==> config.mk <==
export PLATFORM = sky130hd
export DESIGN_NAME = jtframe_rom_arbiter_flat
export DESIGN_NICKNAME = d
export VERILOG_FILES = /design/src/rtl/jtframe_rom_arbiter_if.sv /design/src/rtl/jtframe_rom_arbiter.sv /design/src/flat_wrapper.sv
export SDC_FILE = /design/constraint.sdc
export NUM_CORES = 1
export LEC_CHECK = 0
export ABC_AREA = 1
export CAP_MARGIN = 20
export CORE_MARGIN = 2
export CORE_UTILIZATION = 35
export DETAILED_ROUTE_END_ITERATION = 12
export GPL_TIMING_DRIVEN = 1
export PLACE_DENSITY_LB_ADDON = 0.05
export SYNTH_ARGS = -nofsm -noshare
export SYNTH_HDL_FRONTEND = slang
export SYNTH_SLANG_ARGS = --single-unit
==> constraint.sdc <==
create_clock -name clk_rom -period 4.5 [get_ports clk_rom]
set_input_delay 0.9 -clock clk_rom [delete_from_list [all_inputs] [get_ports clk_rom]]
set_output_delay 0.9 -clock clk_rom [all_outputs]
set_load 0.01 [all_outputs]
==> src/rtl/jtframe_rom_arbiter_if.sv <==
// jtframe_rom_arbiter_if: ROM slot and SDRAM read-port bundle for jtframe_rom_arbiter
interface jtframe_rom_arbiter_if #(parameter int N = 4, AW = 22, DW = 32);
  logic [N-1:0]    slot_req;
  logic [N*AW-1:0] slot_addr;
  logic [N-1:0]    slot_ok;
  logic [DW-1:0]   slot_data;
  logic            sdram_req;
  logic [AW-1:0]   sdram_addr;
  logic            sdram_ack;
  logic [DW-1:0]   data_read;
  logic            data_rdy;
  modport master (
    input  slot_req, slot_addr, sdram_ack, data_read, data_rdy,
    output slot_ok, slot_data, sdram_req, sdram_addr
  );
  modport slave (
    output slot_req, slot_addr, sdram_ack, data_read, data_rdy,
    input  slot_ok, slot_data, sdram_req, sdram_addr
  );
endinterface

==> src/rtl/jtframe_rom_arbiter.sv <==
// jtframe_rom_arbiter: round-robin arbiter sharing one SDRAM read port among N ROM slots.
// Optional watchdog enabled by defining JTFRAME_ARB_TIMEOUT_EN.
module jtframe_rom_arbiter #(
  parameter int N    = 4,
  parameter int AW   = 22,
  parameter int DW   = 32,
  parameter int TOUT = 255
) (
  input  logic                 clk_rom,
  input  logic                 rst,
  input  logic                 downloading,
  jtframe_rom_arbiter_if.master bus,
  output logic                 busy,
  output logic                 timeout
);
  localparam int SW = $clog2(N);
  typedef enum logic [1:0] {IDLE, WAIT_ACK, WAIT_RDY} state_t;
  state_t        state, state_nx;
  logic [SW-1:0] sel, last, pick, k;
  logic          grant, done, to;
  if (N < 2 || N > 8 || TOUT < 1) begin : g_bad_param
    $error("jtframe_rom_arbiter: unsupported parameters");
  end
  assign grant = !downloading && |bus.slot_req;
  assign done  = bus.data_rdy && (state == WAIT_RDY || (state == WAIT_ACK && bus.sdram_ack));
  // descending scan so the slot closest after last wins
  always_comb begin
    pick = last;
    k    = '0;
    for (int i = N; i >= 1; i--) begin
      k = SW'((int'(last) + i) % N);
      if (bus.slot_req[k]) pick = k;
    end
  end
  always_ff @(posedge clk_rom) begin
    if (rst) state <= IDLE;
    else     state <= state_nx;
  end
  always_comb begin
    state_nx = state == IDLE     ? (grant ? WAIT_ACK : IDLE) :
               (done || to)      ? IDLE :
               state == WAIT_ACK ? (bus.sdram_ack ? WAIT_RDY : WAIT_ACK) :
               state == WAIT_RDY ? WAIT_RDY : IDLE;
  end
  always_comb begin
    bus.sdram_req = state == WAIT_ACK;
    busy          = state != IDLE;
  end
  always_ff @(posedge clk_rom) begin
    if (rst) begin
      sel            <= '0;
      last           <= SW'(N - 1);
      bus.sdram_addr <= '0;
      bus.slot_data  <= '0;
      bus.slot_ok    <= '0;
    end else begin
      bus.slot_ok <= '0;
      if (state == IDLE && grant) begin
        sel            <= pick;
        bus.sdram_addr <= bus.slot_addr[int'(pick)*AW +: AW];
      end
      if (done) begin
        bus.slot_data <= bus.data_read;
        bus.slot_ok   <= bus.slot_req[sel] ? {{(N-1){1'b0}}, 1'b1} << sel : '0;
      end
      if (done || to) last <= sel;
    end
  end
`ifdef JTFRAME_ARB_TIMEOUT_EN
  localparam int CW = $clog2(TOUT + 1) < 8 ? 8 : $clog2(TOUT + 1);
  logic [CW-1:0] cnt;
  // cnt is zero on the first WAIT_ACK cycle, so the watchdog fires after TOUT waiting cycles
  assign to = state != IDLE && !done && cnt == CW'(TOUT - 1);
  always_ff @(posedge clk_rom) begin
    if (rst) begin
      cnt     <= '0;
      timeout <= 1'b0;
    end else begin
      cnt     <= state == IDLE ? '0 : cnt + 1'b1;
      timeout <= to;
    end
  end
`else
  assign to      = 1'b0;
  assign timeout = 1'b0;
`endif
endmodule

==> src/flat_wrapper.sv <==
// flat-port wrapper written by rule: the top's interface ports become plain ports
module jtframe_rom_arbiter_flat 
#(
  parameter int N    = 4,
  parameter int AW   = 22,
  parameter int DW   = 32,
  parameter int TOUT = 255
)
  (clk_rom, rst, downloading, busy, timeout, bus_slot_req, bus_slot_addr, bus_sdram_ack, bus_data_read, bus_data_rdy, bus_slot_ok, bus_slot_data, bus_sdram_req, bus_sdram_addr);
  jtframe_rom_arbiter_if #(.N(N), .AW(AW), .DW(DW)) bus_i ();
  input  logic clk_rom;
  input  logic rst;
  input  logic downloading;
  output logic busy;
  output logic timeout;
  input wire logic [$bits(bus_i.slot_req)-1:0] bus_slot_req;
  input wire logic [$bits(bus_i.slot_addr)-1:0] bus_slot_addr;
  input wire logic [$bits(bus_i.sdram_ack)-1:0] bus_sdram_ack;
  input wire logic [$bits(bus_i.data_read)-1:0] bus_data_read;
  input wire logic [$bits(bus_i.data_rdy)-1:0] bus_data_rdy;
  output wire logic [$bits(bus_i.slot_ok)-1:0] bus_slot_ok;
  output wire logic [$bits(bus_i.slot_data)-1:0] bus_slot_data;
  output wire logic [$bits(bus_i.sdram_req)-1:0] bus_sdram_req;
  output wire logic [$bits(bus_i.sdram_addr)-1:0] bus_sdram_addr;
  assign bus_i.slot_req = bus_slot_req;
  assign bus_i.slot_addr = bus_slot_addr;
  assign bus_i.sdram_ack = bus_sdram_ack;
  assign bus_i.data_read = bus_data_read;
  assign bus_i.data_rdy = bus_data_rdy;
  assign bus_slot_ok = bus_i.slot_ok;
  assign bus_slot_data = bus_i.slot_data;
  assign bus_sdram_req = bus_i.sdram_req;
  assign bus_sdram_addr = bus_i.sdram_addr;
  jtframe_rom_arbiter #(.N(N), .AW(AW), .DW(DW), .TOUT(TOUT)) u_core (.clk_rom(clk_rom), .rst(rst), .downloading(downloading), .bus(bus_i), .busy(busy), .timeout(timeout));
endmodule
==> impl_summary.log, run 1 <==
INFO  metric fin_skew = 0.0105 ns
INFO  metric ys_seq_area_share = between 30% and 40%
INFO  metric hold_viol = 0
INFO  metric yosysWarnings = 0
INFO  metric tritoncts.num_buffers = 9
INFO  metric core_area = 9730 sq um
INFO  metric finalCritPeriodShare = 66.9%
INFO  metric share_clk_of_total_power = a little over a third
INFO  metric tritoncts_num_sinks = 64
INFO  metric hpwlAfterDp = 7.64 mm
INFO  metric overflow_left_after_global_routing = 0
INFO  metric portBuffers = around 190
INFO  metric cp-end-kind = flop
INFO  metric dr_total_vias = 3945
INFO  metric share_of_post_route_cells_with_drive_strength_above_1 = 4.32%
INFO  metric dieHeight = 104 microns
INFO  metric post_cts_resize_count = 0
INFO  metric setup_viol_count_final = 0
INFO  metric detailedRoute.firstIterationViolations = 157
INFO  metric timing.critical_path.from_type = primary input
INFO  metric sequential_cell_fraction_of_total_power = 35.6%
INFO  metric num_antenna_cells = 0
INFO  metric power.share.switching = 29.8%
INFO  metric cts_buffer_depth = 2
INFO  metric grt_first_pass_wirelength = 17.1 mm
INFO  metric globalRouteTotalUtil = a little under a fifth
INFO  metric criticalPathCategory = in -> reg
INFO  metric result_of_the_run = complete, no violations
INFO  metric root_buffer = sky130_fd_sc_hd__clkbuf_8
INFO  metric hp-class = reg -> reg
INFO  metric clock_tree.htree_level_count = 3
INFO  metric finish.net_count = 865
INFO  metric comb_power_share = about 30%
INFO  metric ys_ff_latch = 64
INFO  metric number_of_antenna_violations_at_the_first_check_in_global_routing = 0
INFO  metric drc = 0
INFO  metric final_max_slew_viol_count = 0
INFO  metric routed_wl = roughly 11 mm
INFO  metric worstPathArrival = roughly 3.2 ns
INFO  metric tritoncts = done
INFO  metric clk_pin_slew = approximately 0.07 ns
INFO  metric post_cts_hold_buffer_count = 0
INFO  metric initial_util = 35.8%
INFO  metric mappedNetlistNets = 692
INFO  metric maxSlewHeadroom = 35.8%
INFO  metric worst_skew_pair.late_latency = 0.34 ns
INFO  metric drtAntennaViolNets = 0
INFO  metric timing.max_cap.violations = 0
INFO  metric place.detailed.instances = about 860
INFO  metric cellLeakagePower = 0.00264 uW
INFO  metric maximum_number_of_pins_on_one_net_before_global_route_repair = 47
INFO  metric die_w = between 100 and 150 microns
INFO  metric layout_min_cycle_time = 3.01 ns
INFO  metric critPathMaxFanout = 37
INFO  metric flow.area_growth_from_synthesis = 62.3%
INFO  metric place_congestion = 0.841
INFO  metric grt_setup_unrepaired = false
INFO  metric p_int = 1250 uW
INFO  metric vdd_drop_max = between 0.1 and 0.15 mV
INFO  metric die_area = 10800 sq um
INFO  metric power_density = 314 nW/um^2
INFO  metric io-pin-count = 190
INFO  metric cts_post_setup_buffers_inserted = 0
INFO  metric p_switching = about 530 uW
INFO  metric timing.setup.tns = 0 ns
INFO  metric synthesis.area_per_instance = 6.18 sq um
INFO  metric dr_vias_cell = 4.51
INFO  metric cp.required = 4.72 ns
INFO  metric routed_wire_length_per_instance = 12.1 microns
INFO  metric detail_route.first_pass.iterations = 4
INFO  metric synthCells = between 500 and 600
INFO  metric slew_at_the_pin_closest_to_its_max_slew_limit = 0.957 ns
INFO  metric layout.cells.non_filler = a little under 900
INFO  metric netlist-cell-type-count = 27
INFO  metric number_of_global_route_vias_before_repair = 3635
INFO  metric max_freq = 332 MHz
INFO  metric netlist_area = between 3000 and 4000 sq um
INFO  metric rows = 36
state kept, by name (all words and copies together), names as in the netlist:
name                   flops
u_core.state               2
u_core.bus.sdram_addr     22
u_core.sel                 2
u_core.last                2
u_core.bus.slot_ok         4
u_core.bus.slot_data      32
kinds of logic after synthesis:
family          after synthesis  synth area share [%]
buf+inv                     113                  13.8
flops                        64                  36.8
other cells                   1                 0.108
simple gates                342                  42.7
compound gates               43                  6.61
stage by stage:
step | hold slack, ns | instance area [sq um] | power (uW) | setup WS [ns] | utilization, %
2_1_floorplan | 0.426 | 3480 | 941 | 2.42 | -
3_3_place_gp | 0.441 | 5400 | 1170 | 1.24 | 55.5
3_5_place_dp | 0.451 | 5400 | 1170 | 1.15 | 55.5
4_1_cts | 0.474 | 5650 | 1800 | 1.51 | 58.1
5_1_grt | 0.505 | 5650 | 1880 | 1.23 | 58.1
6_report | 0.477 | 5650 | 1780 | 1.49 | 58.1
routing by layer:
metal	share of wire [%]	global-route usage [%]	routed length, microns
met5	0	0	0
met4	0.76	4.44	80
met2	48	32.8	5030
met3	7.0	5.16	732
met1	45	23.9	4700
layout make-up:
| class | instances | area (sq um) |
|---|---|---|
| well taps | 133 | 166 |
| inverters | 84 | 325 |
| clock buffers | 9 | 124 |
| repair buffers | 191 | 1900 |
| clock inverters | 7 | 125 |
| flip-flops and latches | 64 | 1280 |
| fillers | 962 | 4080 |
| multi-input cells | 386 | 1720 |
worst max-delay path, cell delays in order:
cell,delay (ns)
sky130_fd_sc_hd__clkdlybuf4s50_1,0.42
sky130_fd_sc_hd__nand2_1,0.07
sky130_fd_sc_hd__nand2_1,0.05
sky130_fd_sc_hd__nand2_1,0.05
sky130_fd_sc_hd__buf_4,0.30
sky130_fd_sc_hd__clkinv_1,0.83
sky130_fd_sc_hd__o2111ai_1,0.31
sky130_fd_sc_hd__a21oi_1,0.13
sky130_fd_sc_hd__nand2_1,0.10
sky130_fd_sc_hd__nor2_1,0.05
final timing paths:
check | startpoint | endpoint | slack [ns] | cells past startpoint
max | bus_sdram_ack | u_core.bus.slot_ok[2]$_SDFF_PP0_ | 1.49 | 10
min | u_core.sel[0]$_SDFFE_PP0P_ | u_core.bus.slot_ok[0]$_SDFF_PP0_ | 0.48 | 1
max reg2reg | u_core.state[0]$_SDFF_PP0_ | u_core.bus.slot_ok[2]$_SDFF_PP0_ | 2.04 | 11
min reg2reg | u_core.sel[0]$_SDFFE_PP0P_ | u_core.bus.slot_ok[0]$_SDFF_PP0_ | 0.48 | 1
layout by cell type (no fill, tap or decap), drive strengths merged:
master	n
clkdlybuf4s50	188
nand2	130
nor2	125
inv	86
nand3	76
dfxtp	64
o21ai	35
and3b	9
clkbuf	9
a21oi	3
bufinv	3
buf	3
o2111ai	2
o211ai	2
clkinv	2
or2	1
o31ai	1
nor3b	1
conb	1
Yosys cell counts:
| cell type | n | area (sq um) |
|---|---|---|
| sky130_fd_sc_hd__buf_6 | 3 | 33.8 |
| sky130_fd_sc_hd__nor3b_1 | 1 | 7.51 |
| sky130_fd_sc_hd__dfxtp_1 | 64 | 1280 |
| sky130_fd_sc_hd__or2_2 | 1 | 6.26 |
| sky130_fd_sc_hd__and3b_1 | 9 | 78.8 |
| sky130_fd_sc_hd__a21oi_1 | 3 | 15.0 |
| sky130_fd_sc_hd__nand3_4 | 1 | 17.5 |
| sky130_fd_sc_hd__nand3_1 | 75 | 375 |
| sky130_fd_sc_hd__o31ai_1 | 1 | 7.51 |
| sky130_fd_sc_hd__nand2_2 | 2 | 12.5 |
| sky130_fd_sc_hd__conb_1 | 1 | 3.75 |
| sky130_fd_sc_hd__o2111ai_1 | 2 | 17.5 |
| sky130_fd_sc_hd__clkbuf_1 | 14 | 52.6 |
| sky130_fd_sc_hd__nand2_8 | 2 | 40.0 |
| sky130_fd_sc_hd__buf_1 | 2 | 7.51 |
| sky130_fd_sc_hd__nand2_1 | 125 | 469 |
| sky130_fd_sc_hd__o21ai_0 | 34 | 170 |
| sky130_fd_sc_hd__o211ai_1 | 2 | 15.0 |
| sky130_fd_sc_hd__clkinv_1 | 1 | 3.75 |
| sky130_fd_sc_hd__inv_6 | 2 | 17.5 |
| sky130_fd_sc_hd__nor2_1 | 125 | 469 |
| sky130_fd_sc_hd__nand2_4 | 1 | 11.3 |
| sky130_fd_sc_hd__o21ai_1 | 1 | 5.00 |
| sky130_fd_sc_hd__buf_2 | 6 | 30.0 |
| sky130_fd_sc_hd__buf_4 | 4 | 30.0 |
| sky130_fd_sc_hd__inv_1 | 78 | 293 |
| sky130_fd_sc_hd__inv_2 | 3 | 11.3 |
power groups by stage:
stage | logic (uW) | registers [uW] | clock network, uW
after detailed placement | 529 | 646 | 0
after floorplan | 280 | 661 | 0
after global placement | 523 | 646 | 0
after global routing | 587 | 638 | 656
after CTS | 531 | 633 | 635
final | 526 | 633 | 617
Note: power is estimated with default switching activity, not from simulation.
==> inputs of run 2 (changes only) <==
Clock period 4.5 ns to 2.8 ns, I/O delays scaled along.
==> run 2 against run 1 <==
Flip-flop and latch count unchanged; register-to-register slack got worse by 1.4 ns; first-iteration DRC count decreased by 20%; combinational power rose by 63%; sequential power increased by 61%; clock skew fell by 0.00089 ns; sequential share of layout area up 0.13 points; die area unchanged; hold slack got worse by 0.013 ns; cell count grew 0.57%; utilization decreased by 0.33 points; routed wire length is 0.69% lower; critical endpoint is now u_core.bus.sdram_addr[6]$_SDFFE_PP0P_; largest cell class unchanged.
==> impl_summary.log, run 2 (synthesis gave the netlist of run 1 again) <==
INFO  metric max_freq = 445 MHz
INFO  metric result_of_the_run = complete, no violations
INFO  metric cts_post_setup_buffers_inserted = 0
INFO  metric critPathTopFamily = simple AND/OR/NAND/NOR gates
INFO  metric hpwlAfterDp = approximately 8.0 mm
INFO  metric final_max_slew_viol_count = 0
INFO  metric worstPathArrival = approximately 2.5 ns
INFO  metric finalCritPeriodShare = 80.2%
INFO  metric setup_ws = ~0.56 ns
INFO  metric utilization = 57.7%
INFO  metric mostFrequentLayoutCells = 188 x sky130_fd_sc_hd__clkdlybuf4s50_1, 125 x sky130_fd_sc_hd__nand2_1, 124 x sky130_fd_sc_hd__nor2_1
INFO  metric worst_skew_pair.late_latency = 0.33 ns
INFO  metric largest_register = u_core.bus.slot_data
INFO  metric critPathMaxFanout = 46
INFO  metric post_cts_hold_buffer_count = 0
INFO  metric tritoncts.num_buffers = 9
INFO  metric power_density = roughly 460 nW/um^2
INFO  metric number_of_global_route_vias_before_repair = 3743
INFO  metric tritoncts_num_sinks = 64
INFO  metric layout_commonest_cell = sky130_fd_sc_hd__clkdlybuf4s50_1
INFO  metric hp-class = reg -> reg
INFO  metric layout_min_cycle_time = around 2.2 ns
INFO  metric crit_slowest_cell = sky130_fd_sc_hd__clkdlybuf4s50_1
INFO  metric detail_route.first_pass.iterations = 4
INFO  metric detailedRoute.firstIterationViolations = 125
INFO  metric clk_pin_slew = ~0.080 ns
INFO  metric maxSlewHeadroom = ~66%
INFO  metric timing.setup.tns = 0 ns
INFO  metric detailedPlace.worstSlack = 0.222 ns
INFO  metric rows = 36
INFO  metric fin_skew = about 0.0096 ns
INFO  metric place_congestion = just over 0.9
INFO  metric setup_viol_count_final = 0
INFO  metric overflow_left_after_global_routing = 0
INFO  metric maximum_number_of_pins_on_one_net_before_global_route_repair = 47
INFO  metric routed_wire_length_per_instance = 11.9 microns
INFO  metric grt_setup_unrepaired = false
INFO  metric die_w = ~100 microns
INFO  metric slew_at_the_pin_closest_to_its_max_slew_limit = roughly 0.5 ns
INFO  metric cp-end-kind = flop
INFO  metric die_area = 10800 sq um
INFO  metric flow.area_growth_from_synthesis = 61.3%
INFO  metric dieHeight = 104 microns
INFO  metric io-pin-count = 190
INFO  metric clock_tree.htree_level_count = 3
INFO  metric largest_registers = u_core.bus.slot_data x32, u_core.bus.sdram_addr x22, u_core.bus.slot_ok x4
INFO  metric regArea = 1280 sq um
INFO  metric grt_first_pass_wirelength = ~17 mm
INFO  metric vdd_drop_max = around 0.26 mV
INFO  metric core_area = 9730 sq um
INFO  metric initial_util = 35.8%
INFO  metric num_antenna_cells = 0
INFO  metric post_cts_resize_count = 0
INFO  metric root_buffer = sky130_fd_sc_hd__clkbuf_8
INFO  metric timing.critical_path.from_type = primary input
INFO  metric multi_input_area = between 1500 and 2000 sq um
INFO  metric path_buf_inv = 3
INFO  metric finish.net_count = 871
INFO  metric post-route-cell-area = 5620 sq um
INFO  metric cts_buffer_depth = 2
INFO  metric routed_wl = about 10 mm
INFO  metric globalRouteTotalUtil = 19.2%
INFO  metric tritoncts = done
INFO  metric critical_path.max_stage_delay = 0.48 ns
INFO  metric cp.required = between 3 and 4 ns
INFO  metric critical_path.cell_chain = clkdlybuf4s50_1 -> inv_1 -> o21ai_1 -> nand2_1 -> nand2_1 -> nand2_2 -> nand2_4 -> nand2_8 -> nand2_8 -> inv_6 -> nand2_1 -> nand3_1 -> nand2_1 -> nor2_1
INFO  metric dpl_cell_area = 5450 sq um
INFO  metric drc = 0
INFO  metric drtAntennaViolNets = 0
INFO  metric number_of_antenna_violations_at_the_first_check_in_global_routing = 0
INFO  metric cellLeakagePower = 0.00262 uW
INFO  metric criticalPathCategory = in -> reg
INFO  metric filler_cell_count = 984
INFO  metric dr_vias_cell = 4.52
INFO  metric crit_path_frequent_cell = sky130_fd_sc_hd__nand2_1
INFO  metric largest_register_ffs = 32
INFO  metric hold_viol = 0
INFO  metric timing.max_cap.violations = 0
INFO  metric portBuffers = 188
INFO  metric share_of_post_route_cells_with_drive_strength_above_1 = 4.96%
INFO  metric dr_total_vias = 3970
[run 2: cell count changes in the layout (fill, tap and decap cells not counted)]
| cell | previous run | this run |
|---|---|---|
| sky130_fd_sc_hd__buf_4 | 3 | 9 |
| sky130_fd_sc_hd__bufinv_16 | 3 | 0 |
| sky130_fd_sc_hd__clkbuf_8 | 9 | 10 |
| sky130_fd_sc_hd__clkinv_2 | 0 | 2 |
| sky130_fd_sc_hd__clkinvlp_4 | 0 | 2 |
| sky130_fd_sc_hd__inv_6 | 5 | 2 |
[run 2: report_power, final]
group / internal (uW) / switching (uW)
Clock: 339 / 363
Sequential: 978 / 38.7
Combinational: 436 / 419
Total: 1750 / 820
[run 2: path summary, 6_finish.rpt]
path / from / end / slack [ns] / cells after the start
setup / recovery: bus_slot_req[3] / u_core.bus.sdram_addr[6]$_SDFFE_PP0P_ / 0.56 / 14
hold / removal: u_core.sel[0]$_SDFFE_PP0P_ / u_core.bus.slot_ok[0]$_SDFF_PP0_ / 0.46 / 1
setup reg to reg: u_core.last[0]$_SDFFE_PP1P_ / u_core.bus.sdram_addr[18]$_SDFFE_PP0P_ / 0.62 / 14
hold reg to reg: u_core.sel[0]$_SDFFE_PP0P_ / u_core.bus.slot_ok[0]$_SDFF_PP0_ / 0.46 / 1
[run 2: routing by layer]
layer	global-route usage [%]	part of all wire [%]	vias up	wire length (microns)
li1	-	-	2077	-
met1	24.2	45	1761	4740
met2	32.8	48	124	5010
met3	5.10	6.0	8	628
met4	4.25	0.79	0	83
met5	0	0	-	0
[run 2: final cells by class]
cell class | count | area share [%]
repair buffers | 197 | 34.7
multi-input cells | 386 | 30.7
flip-flops and latches | 64 | 22.8
inverters | 84 | 5.79
well taps | 133 | 2.96
clock buffers | 10 | 2.45
clock inverters | 5 | 0.601
[run 2: through the flow]
stage / total power (uW) / cells / hold WS [ns]
after floorplan: 1510 / 563 / 0.426
after global placement: 1890 / 864 / 0.449
after detailed placement: 1900 / 864 / 0.449
after CTS: 2610 / 879 / 0.457
after global routing: 2740 / 879 / 0.499
final: 2570 / 879 / 0.464
